--- src/rtl/axi_ic_pkg.sv ---
// Shared types for the interconnect2x2 write-path controller: FSM encoding,
// master/slave counts, the per-master handshake bundle and the slave-decode helper.
package axi_ic_pkg;

    localparam int NUM_MASTERS = 2;
    localparam int NUM_SLAVES  = 2;
    localparam int MIDX_W      = 1;

    typedef logic [MIDX_W-1:0] midx_t;

    typedef enum logic [1:0] {
        ST_IDLE = 2'd0,
        ST_XFER = 2'd1,
        ST_RESP = 2'd2
    } wr_state_e;

    // Handshake signals of one master as seen on the master side of the interconnect
    typedef struct packed {
        logic awvalid;
        logic awready;
        logic wvalid;
        logic wready;
        logic wlast;
        logic bvalid;
        logic bready;
    } m_wr_hs_t;

    // The top address bit picks the slave
    function automatic int slave_sel_bit(input int addr_width);
        return addr_width - 1;
    endfunction

    function automatic logic [NUM_MASTERS-1:0] m_onehot(input midx_t idx);
        logic [NUM_MASTERS-1:0] v;
        v      = '0;
        v[idx] = 1'b1;
        return v;
    endfunction

endpackage

--- src/rtl/axi_wr_slave_fsm.sv ---
// Per-slave write sequencer: round-robin grant, AW/W/B sequencing with done flags.
// Optional watchdog enabled by defining AXI_WR_TIMEOUT_EN.
module axi_wr_slave_fsm
    import axi_ic_pkg::*;
#(
    parameter int TIMEOUT_CYCLES = 256
) (
    input  logic                         clk,
    input  logic                         rst,
    input  logic     [NUM_MASTERS-1:0]   req,
    input  m_wr_hs_t [NUM_MASTERS-1:0]   hs,
    output logic     [NUM_MASTERS-1:0]   gnt_pulse,
    output logic     [NUM_MASTERS-1:0]   busy,
    output logic     [NUM_MASTERS-1:0]   addr_en,
    output logic     [NUM_MASTERS-1:0]   data_en,
    output logic                         resp_en,
    output logic                         resp_sel,
    output logic                         timeout
);

    if (TIMEOUT_CYCLES < 2) begin : g_cfg_chk
        $error("axi_wr_slave_fsm: TIMEOUT_CYCLES must be at least 2");
    end

    wr_state_e              state_q, state_d;
    midx_t                  gnt_q, gnt_d;
    midx_t                  rr_q, rr_d;
    logic                   aw_done_q, aw_done_d;
    logic                   w_done_q, w_done_d;
    logic [NUM_MASTERS-1:0] addr_en_q, addr_en_d;
    logic [NUM_MASTERS-1:0] data_en_q, data_en_d;
    logic                   resp_en_q, resp_en_d;
    logic                   resp_sel_q, resp_sel_d;

    m_wr_hs_t hs_g;
    logic     aw_hs, w_hs, b_hs;

    assign hs_g  = hs[gnt_q];
    assign aw_hs = hs_g.awvalid & hs_g.awready;
    assign w_hs  = hs_g.wvalid & hs_g.wready & hs_g.wlast;
    assign b_hs  = hs_g.bvalid & hs_g.bready;

`ifdef AXI_WR_TIMEOUT_EN
    localparam int CNT_W = $clog2(TIMEOUT_CYCLES);
    logic [CNT_W-1:0] cnt_q;
    logic             to_q, to_d;
`endif

    always_comb begin
        state_d    = state_q;
        gnt_d      = gnt_q;
        rr_d       = rr_q;
        aw_done_d  = aw_done_q;
        w_done_d   = w_done_q;
        addr_en_d  = addr_en_q;
        data_en_d  = data_en_q;
        resp_en_d  = resp_en_q;
        resp_sel_d = resp_sel_q;
        gnt_pulse  = '0;
`ifdef AXI_WR_TIMEOUT_EN
        to_d       = 1'b0;
`endif
        case (state_q)
            ST_IDLE: begin
                if (|req) begin
                    // On a tie the master that did not win last time goes first
                    if (&req) begin
                        gnt_d = ~rr_q;
                        rr_d  = ~rr_q;
                    end else begin
                        gnt_d = midx_t'(req[1]);
                    end
                    gnt_pulse = m_onehot(gnt_d);
                    state_d   = ST_XFER;
                    aw_done_d = 1'b0;
                    w_done_d  = 1'b0;
                    addr_en_d = m_onehot(gnt_d);
                    data_en_d = m_onehot(gnt_d);
                end
            end
            ST_XFER: begin
                aw_done_d = aw_done_q | aw_hs;
                w_done_d  = w_done_q | w_hs;
                if (aw_done_d) addr_en_d = '0;
                if (w_done_d)  data_en_d = '0;
                if (aw_done_d && w_done_d) begin
                    state_d    = ST_RESP;
                    resp_en_d  = 1'b1;
                    resp_sel_d = gnt_q;
                end
            end
            ST_RESP: begin
                if (b_hs) begin
                    state_d   = ST_IDLE;
                    resp_en_d = 1'b0;
                end
            end
            default: begin
                state_d   = ST_IDLE;
                addr_en_d = '0;
                data_en_d = '0;
                resp_en_d = 1'b0;
            end
        endcase
`ifdef AXI_WR_TIMEOUT_EN
        // Watchdog overrides whatever the channel handshakes asked for
        if (state_q != ST_IDLE && cnt_q == CNT_W'(TIMEOUT_CYCLES - 1)) begin
            state_d   = ST_IDLE;
            addr_en_d = '0;
            data_en_d = '0;
            resp_en_d = 1'b0;
            to_d      = 1'b1;
        end
`endif
    end

    always_ff @(posedge clk) begin
        if (rst) begin
            state_q    <= ST_IDLE;
            gnt_q      <= '0;
            rr_q       <= midx_t'(1);
            aw_done_q  <= 1'b0;
            w_done_q   <= 1'b0;
            addr_en_q  <= '0;
            data_en_q  <= '0;
            resp_en_q  <= 1'b0;
            resp_sel_q <= 1'b0;
        end else begin
            state_q    <= state_d;
            gnt_q      <= gnt_d;
            rr_q       <= rr_d;
            aw_done_q  <= aw_done_d;
            w_done_q   <= w_done_d;
            addr_en_q  <= addr_en_d;
            data_en_q  <= data_en_d;
            resp_en_q  <= resp_en_d;
            resp_sel_q <= resp_sel_d;
        end
    end

`ifdef AXI_WR_TIMEOUT_EN
    always_ff @(posedge clk) begin
        if (rst) begin
            cnt_q <= '0;
            to_q  <= 1'b0;
        end else begin
            to_q <= to_d;
            if (state_q == ST_IDLE) cnt_q <= '0;
            else                    cnt_q <= cnt_q + 1'b1;
        end
    end
    assign timeout = to_q;
`else
    assign timeout = 1'b0;
`endif

    assign busy     = (state_q != ST_IDLE) ? m_onehot(gnt_q) : '0;
    assign addr_en  = addr_en_q;
    assign data_en  = data_en_q;
    assign resp_en  = resp_en_q;
    assign resp_sel = resp_sel_q;

endmodule

--- src/rtl/axi_wr_arbiter2x2.sv ---
// Write-path controller for interconnect2x2: address decode, busy masks and the
// merge of both slave sequencers onto the master-side route controls.
// Optional per-slave watchdog enabled by defining AXI_WR_TIMEOUT_EN.
module axi_wr_arbiter2x2
    import axi_ic_pkg::*;
#(
    parameter int ADDR_WIDTH     = 32,
    parameter int TIMEOUT_CYCLES = 256
) (
    input  logic                  ACLK,
    input  logic                  ARESET,
    input  logic [ADDR_WIDTH-1:0] M0_AWADDR,
    input  logic                  M0_AWVALID,
    input  logic                  M0_AWREADY,
    input  logic                  M0_WVALID,
    input  logic                  M0_WREADY,
    input  logic                  M0_WLAST,
    input  logic                  M0_BVALID,
    input  logic                  M0_BREADY,
    input  logic [ADDR_WIDTH-1:0] M1_AWADDR,
    input  logic                  M1_AWVALID,
    input  logic                  M1_AWREADY,
    input  logic                  M1_WVALID,
    input  logic                  M1_WREADY,
    input  logic                  M1_WLAST,
    input  logic                  M1_BVALID,
    input  logic                  M1_BREADY,
    output logic                  M0_write_addr_sel,
    output logic                  M0_write_addr_en,
    output logic                  M0_write_data_sel,
    output logic                  M0_write_data_en,
    output logic                  M1_write_addr_sel,
    output logic                  M1_write_addr_en,
    output logic                  M1_write_data_sel,
    output logic                  M1_write_data_en,
    output logic                  S0_write_resp_sel,
    output logic                  S0_write_resp_en,
    output logic                  S1_write_resp_sel,
    output logic                  S1_write_resp_en,
    output logic [1:0]            wr_timeout
);

    localparam int SEL_BIT = slave_sel_bit(ADDR_WIDTH);

    logic     [NUM_MASTERS-1:0][ADDR_WIDTH-1:0]  awaddr;
    m_wr_hs_t [NUM_MASTERS-1:0]                  hs;
    logic     [NUM_SLAVES-1:0][NUM_MASTERS-1:0]  req, slv_gnt, slv_busy, slv_addr_en, slv_data_en;
    logic     [NUM_SLAVES-1:0]                   slv_resp_en, slv_resp_sel, slv_timeout;
    logic     [NUM_MASTERS-1:0]                  busy, addr_en_m, data_en_m, wsel_q;
    logic                                        unused_addr_bits;

    assign awaddr[0] = M0_AWADDR;
    assign awaddr[1] = M1_AWADDR;
    assign hs[0] = {M0_AWVALID, M0_AWREADY, M0_WVALID, M0_WREADY, M0_WLAST, M0_BVALID, M0_BREADY};
    assign hs[1] = {M1_AWVALID, M1_AWREADY, M1_WVALID, M1_WREADY, M1_WLAST, M1_BVALID, M1_BREADY};
    assign unused_addr_bits = ^{awaddr[0][SEL_BIT-1:0], awaddr[1][SEL_BIT-1:0]};

    for (genvar s = 0; s < NUM_SLAVES; s++) begin : g_slv
        for (genvar m = 0; m < NUM_MASTERS; m++) begin : g_req
            assign req[s][m] = hs[m].awvalid & (awaddr[m][SEL_BIT] == 1'(s)) & ~busy[m];
        end

        axi_wr_slave_fsm #(
            .TIMEOUT_CYCLES (TIMEOUT_CYCLES)
        ) u_slave_fsm (
            .clk       (ACLK),
            .rst       (ARESET),
            .req       (req[s]),
            .hs        (hs),
            .gnt_pulse (slv_gnt[s]),
            .busy      (slv_busy[s]),
            .addr_en   (slv_addr_en[s]),
            .data_en   (slv_data_en[s]),
            .resp_en   (slv_resp_en[s]),
            .resp_sel  (slv_resp_sel[s]),
            .timeout   (slv_timeout[s])
        );
    end

    // A master is served by at most one slave, so OR-merging is collision free
    always_comb begin
        busy      = '0;
        addr_en_m = '0;
        data_en_m = '0;
        for (int s = 0; s < NUM_SLAVES; s++) begin
            busy      = busy | slv_busy[s];
            addr_en_m = addr_en_m | slv_addr_en[s];
            data_en_m = data_en_m | slv_data_en[s];
        end
    end

    // Route select is captured on grant and held until the next grant
    always_ff @(posedge ACLK) begin
        if (ARESET) begin
            wsel_q <= '0;
        end else begin
            for (int m = 0; m < NUM_MASTERS; m++)
                for (int s = 0; s < NUM_SLAVES; s++)
                    if (slv_gnt[s][m]) wsel_q[m] <= 1'(s);
        end
    end

    assign M0_write_addr_sel = wsel_q[0];
    assign M0_write_data_sel = wsel_q[0];
    assign M1_write_addr_sel = wsel_q[1];
    assign M1_write_data_sel = wsel_q[1];
    assign M0_write_addr_en  = addr_en_m[0];
    assign M0_write_data_en  = data_en_m[0];
    assign M1_write_addr_en  = addr_en_m[1];
    assign M1_write_data_en  = data_en_m[1];
    assign S0_write_resp_sel = slv_resp_sel[0];
    assign S0_write_resp_en  = slv_resp_en[0];
    assign S1_write_resp_sel = slv_resp_sel[1];
    assign S1_write_resp_en  = slv_resp_en[1];
    assign wr_timeout        = slv_timeout;

endmodule
--- config.mk ---
export PLATFORM = sky130hd
export DESIGN_NAME = axi_wr_arbiter2x2
export DESIGN_NICKNAME = d
export VERILOG_FILES = /design/src/rtl/axi_ic_pkg.sv /design/src/rtl/axi_wr_slave_fsm.sv /design/src/rtl/axi_wr_arbiter2x2.sv
export SDC_FILE = /design/constraint.sdc
export NUM_CORES = 1
export LEC_CHECK = 0
export BUFFER_PORTS_ARGS = -buffer_cell sky130_fd_sc_hd__buf_2
export CORE_MARGIN = 5
export CORE_UTILIZATION = 44
export DETAILED_ROUTE_END_ITERATION = 16
export HOLD_SLACK_MARGIN = 0.12
export PLACE_DENSITY_LB_ADDON = 0.3
export SKIP_LAST_GASP = 1
export SLEW_MARGIN = 20
export SYNTH_ARGS = -nofsm -noshare
export SYNTH_HDL_FRONTEND = slang
export SYNTH_SLANG_ARGS = --single-unit
--- constraint.sdc ---
create_clock -name ACLK -period 3.6 [get_ports ACLK]
set_clock_uncertainty 0.05 [all_clocks]
set_input_delay 0.72 -clock ACLK [delete_from_list [all_inputs] [get_ports ACLK]]
set_output_delay 0.72 -clock ACLK [all_outputs]
set_load 0.005 [all_outputs]
# Word-level counts from Yosys, hierarchy flattened
# Cells that the tools add are included.
[totals] regBits=26 input_bits=80 output_inout_bits=14 elab_cells=167
[op_classes] n_lt_le_gt_ge=8 eq_ne=14 muxes=58 n_bitwise=33 reduce_logical=34
[op_table] operator="$mux W2" n=18
[op_table] operator="$pmux W2 S3" n=6
[op_table] operator="$mux W7" n=4
[op_table] operator="$reduce_and A3 Y1" n=8
[op_table] operator="$mux W1" n=20
[op_table] operator="$ne A2 B1 Y1 const B" n=10
[op_table] operator="$and A1 B1 Y1" n=16
[op_table] operator="$reduce_and A2 Y1" n=8
[op_table] operator="$reduce_bool A2 Y1" n=6
[op_table] operator="$not A1 Y1" n=10
[op_table] operator="$lt A1 B2 Y1 const B" n=4
[op_table] operator="$pmux W1 S2" n=4
[op_table] operator="$reduce_and A4 Y1" n=2
[op_table] operator="$logic_and A1 B1 Y1" n=6
[op_table] operator="$or A2 B2 Y2" n=3
[op_table] operator="$pmux W1 S3" n=2
[op_table] operator="$demux W1 S1" n=4
[op_table] operator="$eq A2 B1 Y1 const B" n=2
[op_table] operator="$eq A2 B2 Y1 const B" n=2
[op_table] operator="$ge A1 B1 Y1 const B" n=4
[op_table] operator="$logic_not A2 Y1" n=2
[op_table] operator="$or A1 B1 Y1" n=4
[op_table] operator="$reduce_or A2 Y1" n=2

# Longest topological paths before layout
[depth] depth_word=20 ltp_mapped=6 mapped_depth_nobuf=4

# Cells and area by module
# Synthesis repeated with hierarchy kept, for this count alone.
[unflattened] hier_cells=154 area_unflattened_um2=1338.8
[by_module_without_submodules] mod="axi_wr_slave_fsm" instances=2 cells_each=68 area_per_inst_um2=586.8 seq_area_each_um2=240.2
[by_module_without_submodules] mod="axi_wr_arbiter2x2" instances=1 cells_each=18 area_per_inst_um2=165.2 seq_area_each_um2=40.0

# Least setup slack after synthesis
# Ideal clock, no wire load.
[synth_timing] kind="input to register" startpoint="in M1_AWADDR[31]" endpoint="reg g_slv[0].u_slave_fsm.addr_en_q[1]" setup_ps=87 arrival_time_ps=1641 required_ps=3463 path_slack_ps=1822 path_stages=4 path_buffers=0 path_cell_list="nand2b_1 or2_4 a2111o_1 o31ai_1"
[synth_via] elab_chain_cells=13 elab_cells_between_ends=17
[synth_rtl] element="start: declaration" line_no="axi_wr_arbiter2x2.sv:20" text="input logic [ADDR_WIDTH-1:0] M1_AWADDR,"
[synth_rtl] element="$not A1 Y1 *" line_no="axi_wr_arbiter2x2.sv:60" text="assign req[s][m] = hs[m].awvalid & (awaddr[m][SEL_BIT] == 1'(s)) & ~busy[m];"
[synth_rtl] element="$and A1 B1 Y1 * (2 in series)" line_no="axi_wr_arbiter2x2.sv:60"
[synth_rtl] element="$reduce_and A2 Y1" line_no="axi_wr_slave_fsm.sv:67" text="if (&req) begin"
[synth_rtl] element="$mux W1" line_no="axi_wr_slave_fsm.sv:67"
[synth_rtl] element="$mux W1" line_no="axi_wr_slave_fsm.sv:65" text="if (|req) begin"
[synth_rtl] element="$mux W1" line_no="axi_wr_slave_fsm.sv:63" text="case (state_q)"
[synth_rtl] element="$lt A1 B2 Y1 (not written as such) or $ge A1 B1 Y1 (tied branches)" line_no="axi_ic_pkg.sv:36" text="v[idx] = 1'b1;"
[synth_rtl] element="$logic_and A1 B1 Y1 (not written as such)" line_no="axi_ic_pkg.sv:36"
[synth_rtl] element="$mux W1 (not written as such)" line_no="axi_ic_pkg.sv:36"
[synth_rtl] element="$demux W1 S1"
[synth_rtl] element="$mux W2" line_no="axi_wr_slave_fsm.sv:65"
[synth_rtl] element="$pmux W2 S3" line_no="axi_wr_slave_fsm.sv:63"
[synth_rtl] element="end signal: assignment" line_no="axi_wr_slave_fsm.sv:134" text="addr_en_q <= addr_en_d;"
[synth_rtl] element="end: declaration" line_no="axi_wr_slave_fsm.sv:30" text="logic [NUM_MASTERS-1:0] addr_en_q, addr_en_d;"
# Mark *: on every way between the ends. The rest lies on a longest branch, timed or not. The select of a mux whose other input is x is not followed.
# A chain may end at the register's enable or synchronous reset.

# Worst setup path in the final report
[layout_timing] startpoint="reg g_slv[0].u_slave_fsm.addr_en_q[1]" endpoint="out M1_write_addr_en"
[layout_via] elab_chain_cells=1
[layout_rtl] element="$or A2 B2 Y2" line_no="axi_wr_arbiter2x2.sv:87" text="addr_en_m = addr_en_m | slv_addr_en[s];"
[layout_rtl] element="end: declaration" line_no="axi_wr_arbiter2x2.sv:33" text="output logic M1_write_addr_en,"
# Every way passes these cells.

==> results.json <==
{
  "area_delta_synth_final_pct": 10.0,
  "num_rows": 20,
  "cp_data_required_time_ns": 2.83,
  "io_pins": 94,
  "power_density_nw_per_um2": 362,
  "relSlewSlack": 0.609,
  "hold_start": "g_slv[1].u_slave_fsm.resp_en",
  "arrival_ns": 1.09,
  "start_kind": "flip-flop",
  "ys_top_cells_by_count": "26 x dfxtp_1, 12 x nand2_1, 12 x nor2_1, 10 x inv_1, 9 x o21ai_0",
  "crit_type": "reg -> out",
  "highest_layer": "met4",
  "synthFlopType": "dfxtp_1",
  "drtIter0Drc": 48,
  "ys_async_sr_fraction": 0,
  "wl_met3_um": 196,
  "detail-route-antenna-nets": 0,
  "worst_hold_slack_ns": 0.404,
  "vias": 1271,
  "avgSynthCellArea_um2": 8.70,
  "synth_edf_count": 0,
  "dp_hpwl_mm": 2.49,
  "path_max_fanout": 2,
  "design.die.area_um2": 4410,
  "drv_cap": 0,
  "vias_per_cell": 5.62,
  "nFillCells": 323,
  "place.gp.congestion": 0.848,
  "grt_pass1_wl_mm": 5.33,
  "firstDrtPassIters": 4,
  "max_freq_mhz": 537,
  "met1Wirelength_mm": 1.57,
  "drive_gt1_frac": 0.247,
  "synth-warning-count": 0,
  "vdd_drop_max_uv": 127,
  "syn_inst": 161,
  "outcome": "finished clean",
  "min_path_type": "reg -> reg",
  "cts_resized": 0,
  "grtUsageTotal": 0.155,
  "finalCritPeriodShare": 0.517,
  "setup_viol": 0,
  "hold_violations": 0,
  "yosys.area.top_type_share": 0.372,
  "grt_pass1_vias": 1190,
  "antenna_found_initial": 0,
  "clk_latency_ns": 0.33,
  "dp.cells": 223,
  "ys_ff_latch": 26,
  "p_leak_nw": 0.639,
  "cts-buffers-inserted": 3,
  "wl_per_cell_um": 14.3,
  "tightestPinTransition_ns": 0.581,
  "diodes": 0,
  "wl_met2_mm": 1.40,
  "grt_max_degree": 18,
  "coreArea_um2": 3050,
  "clock_sinks": 26,
  "synthTopCellsByArea": "dfxtp_1 37%, o21ai_0 3.2%, nand2_1 3.2%",
  "clk_pin_slew_worst_paths_ns": 0.14,
  "post_dp_cell_area_um2": 1520,
  "fin_cells": 226,
  "die_h_um": 66.4,
  "reg2reg_from": "g_slv[1].u_slave_fsm.gnt_q",
  "netlist_area_um2": 1400,
  "crit_path_end_kind": "primary output",
  "io_buffers": 29,
  "finalInstanceArea_um2": 1540,
  "cts_root_buffer": "clkbuf_4",
  "die_w_um": 66.4,
  "cts_hold_buf": 0,
  "cts_tree": "built",
  "start_util": 0.459,
  "cts.path.max_buffers": 2,
  "synth.distinct_cells": 56,
  "fin_crit_ns": 1.86,
  "rsz0062_at_grt": "no",
  "finalMaxSlewViolations": 0,
  "cts_setup_buffers": 0,
  "finalSetupTns_ns": 0,
  "remaining_drc_errors": 0,
  "yosysMostFrequentCell": "dfxtp_1",
  "fin_nets": 264,
  "wirelength_mm": 3.23,
  "grt_overflow": 0,
  "synth.largest_area_cell": "dfxtp_1",
  "h-tree-depth": 1,
  "ys_seq_area_frac": 0.372,
  "crit_start": "g_slv[0].u_slave_fsm.addr_en[1]"
}
through the flow:
step	util	total power (W)	setup WS [ns]
2_1_floorplan	-	0.000407	1.82
3_3_place_gp	0.497	0.000436	1.47
3_5_place_dp	0.497	0.000439	1.48
4_1_cts	0.505	0.000558	1.74
5_1_grt	0.505	0.000588	1.64
6_report	0.505	0.000558	1.74
final timing paths:
path / end / slack, ns / depth (start not counted)
setup reg to reg: g_slv[1].u_slave_fsm.data_en[1] / 1.84 / 4
hold / removal: g_slv[1].u_slave_fsm.resp_en / 0.40 / 2
hold reg to reg: g_slv[1].u_slave_fsm.resp_en / 0.40 / 2
setup / recovery: M1_write_addr_en / 1.74 / 2
registers in the layout, summed over array words and instances (netlist names):
| signal | flops |
|---|---|
| g_slv.u_slave_fsm.state_q | 4 |
| g_slv.u_slave_fsm.aw_done_q | 2 |
| g_slv.u_slave_fsm.w_done_q | 2 |
| g_slv.u_slave_fsm.gnt_q | 2 |
| g_slv.u_slave_fsm.data_en | 4 |
| g_slv.u_slave_fsm.resp_en | 2 |
| wsel_q | 2 |
| g_slv.u_slave_fsm.rr_q | 2 |
| g_slv.u_slave_fsm.addr_en | 4 |
| g_slv.u_slave_fsm.resp_sel | 2 |
report_power, final:
group | internal [W] | leakage (nW) | switching (W)
registers | 0.000304 | 0.212 | 0.0000176
clock network | 0.0000393 | 0.0138 | 0.0000854
logic | 0.0000503 | 0.414 | 0.0000614
total | 0.000393 | 0.639 | 0.000164
layer usage:
layer,vias to the layer above,track usage
met5,-,0
met4,0,0.0533
met3,7,0.0221
met2,46,0.243
met1,585,0.216
li1,633,-
area by class of cell:
class | count | area (um^2) | share of cell area
multi-input cells | 113 | 756 | 0.491
flip-flops and latches | 26 | 520 | 0.338
well taps | 44 | 55.1 | 0.0357
repair buffers | 29 | 145 | 0.0942
inverters | 11 | 41.3 | 0.0268
clock buffers | 3 | 22.5 | 0.0146
cell families after synthesis:
| kind of cell | count (synthesis) | synth area share |
|---|---|---|
| AO/OA/AOI/OAI | 53 | 0.297 |
| multiplexers | 1 | 0.00715 |
| flip-flops | 26 | 0.372 |
| other | 1 | 0.00268 |
| buffers and inverters | 23 | 0.0912 |
| XOR/XNOR | 2 | 0.0125 |
| AND/OR/NAND/NOR | 55 | 0.218 |
cells in the final DEF, fill, tap and decap left out, drive strengths merged, types with 3 or more instances in the layout:
master and count:
nor2 12, clkbuf 3, dfxtp 26, a311oi 3
nand2 12, o211ai 5, nand4 4, inv 10
o21ai 10, nand3 4, or2 7, o31ai 4
a21oi 6, and3 3, buf 29
worst max-delay path, cell delays in order, from the launching register on:
cell and delay, ns:
dfxtp_1 0.35, or2_2 0.29, buf_2 0.13
Power figures use the tool's default switching activity.
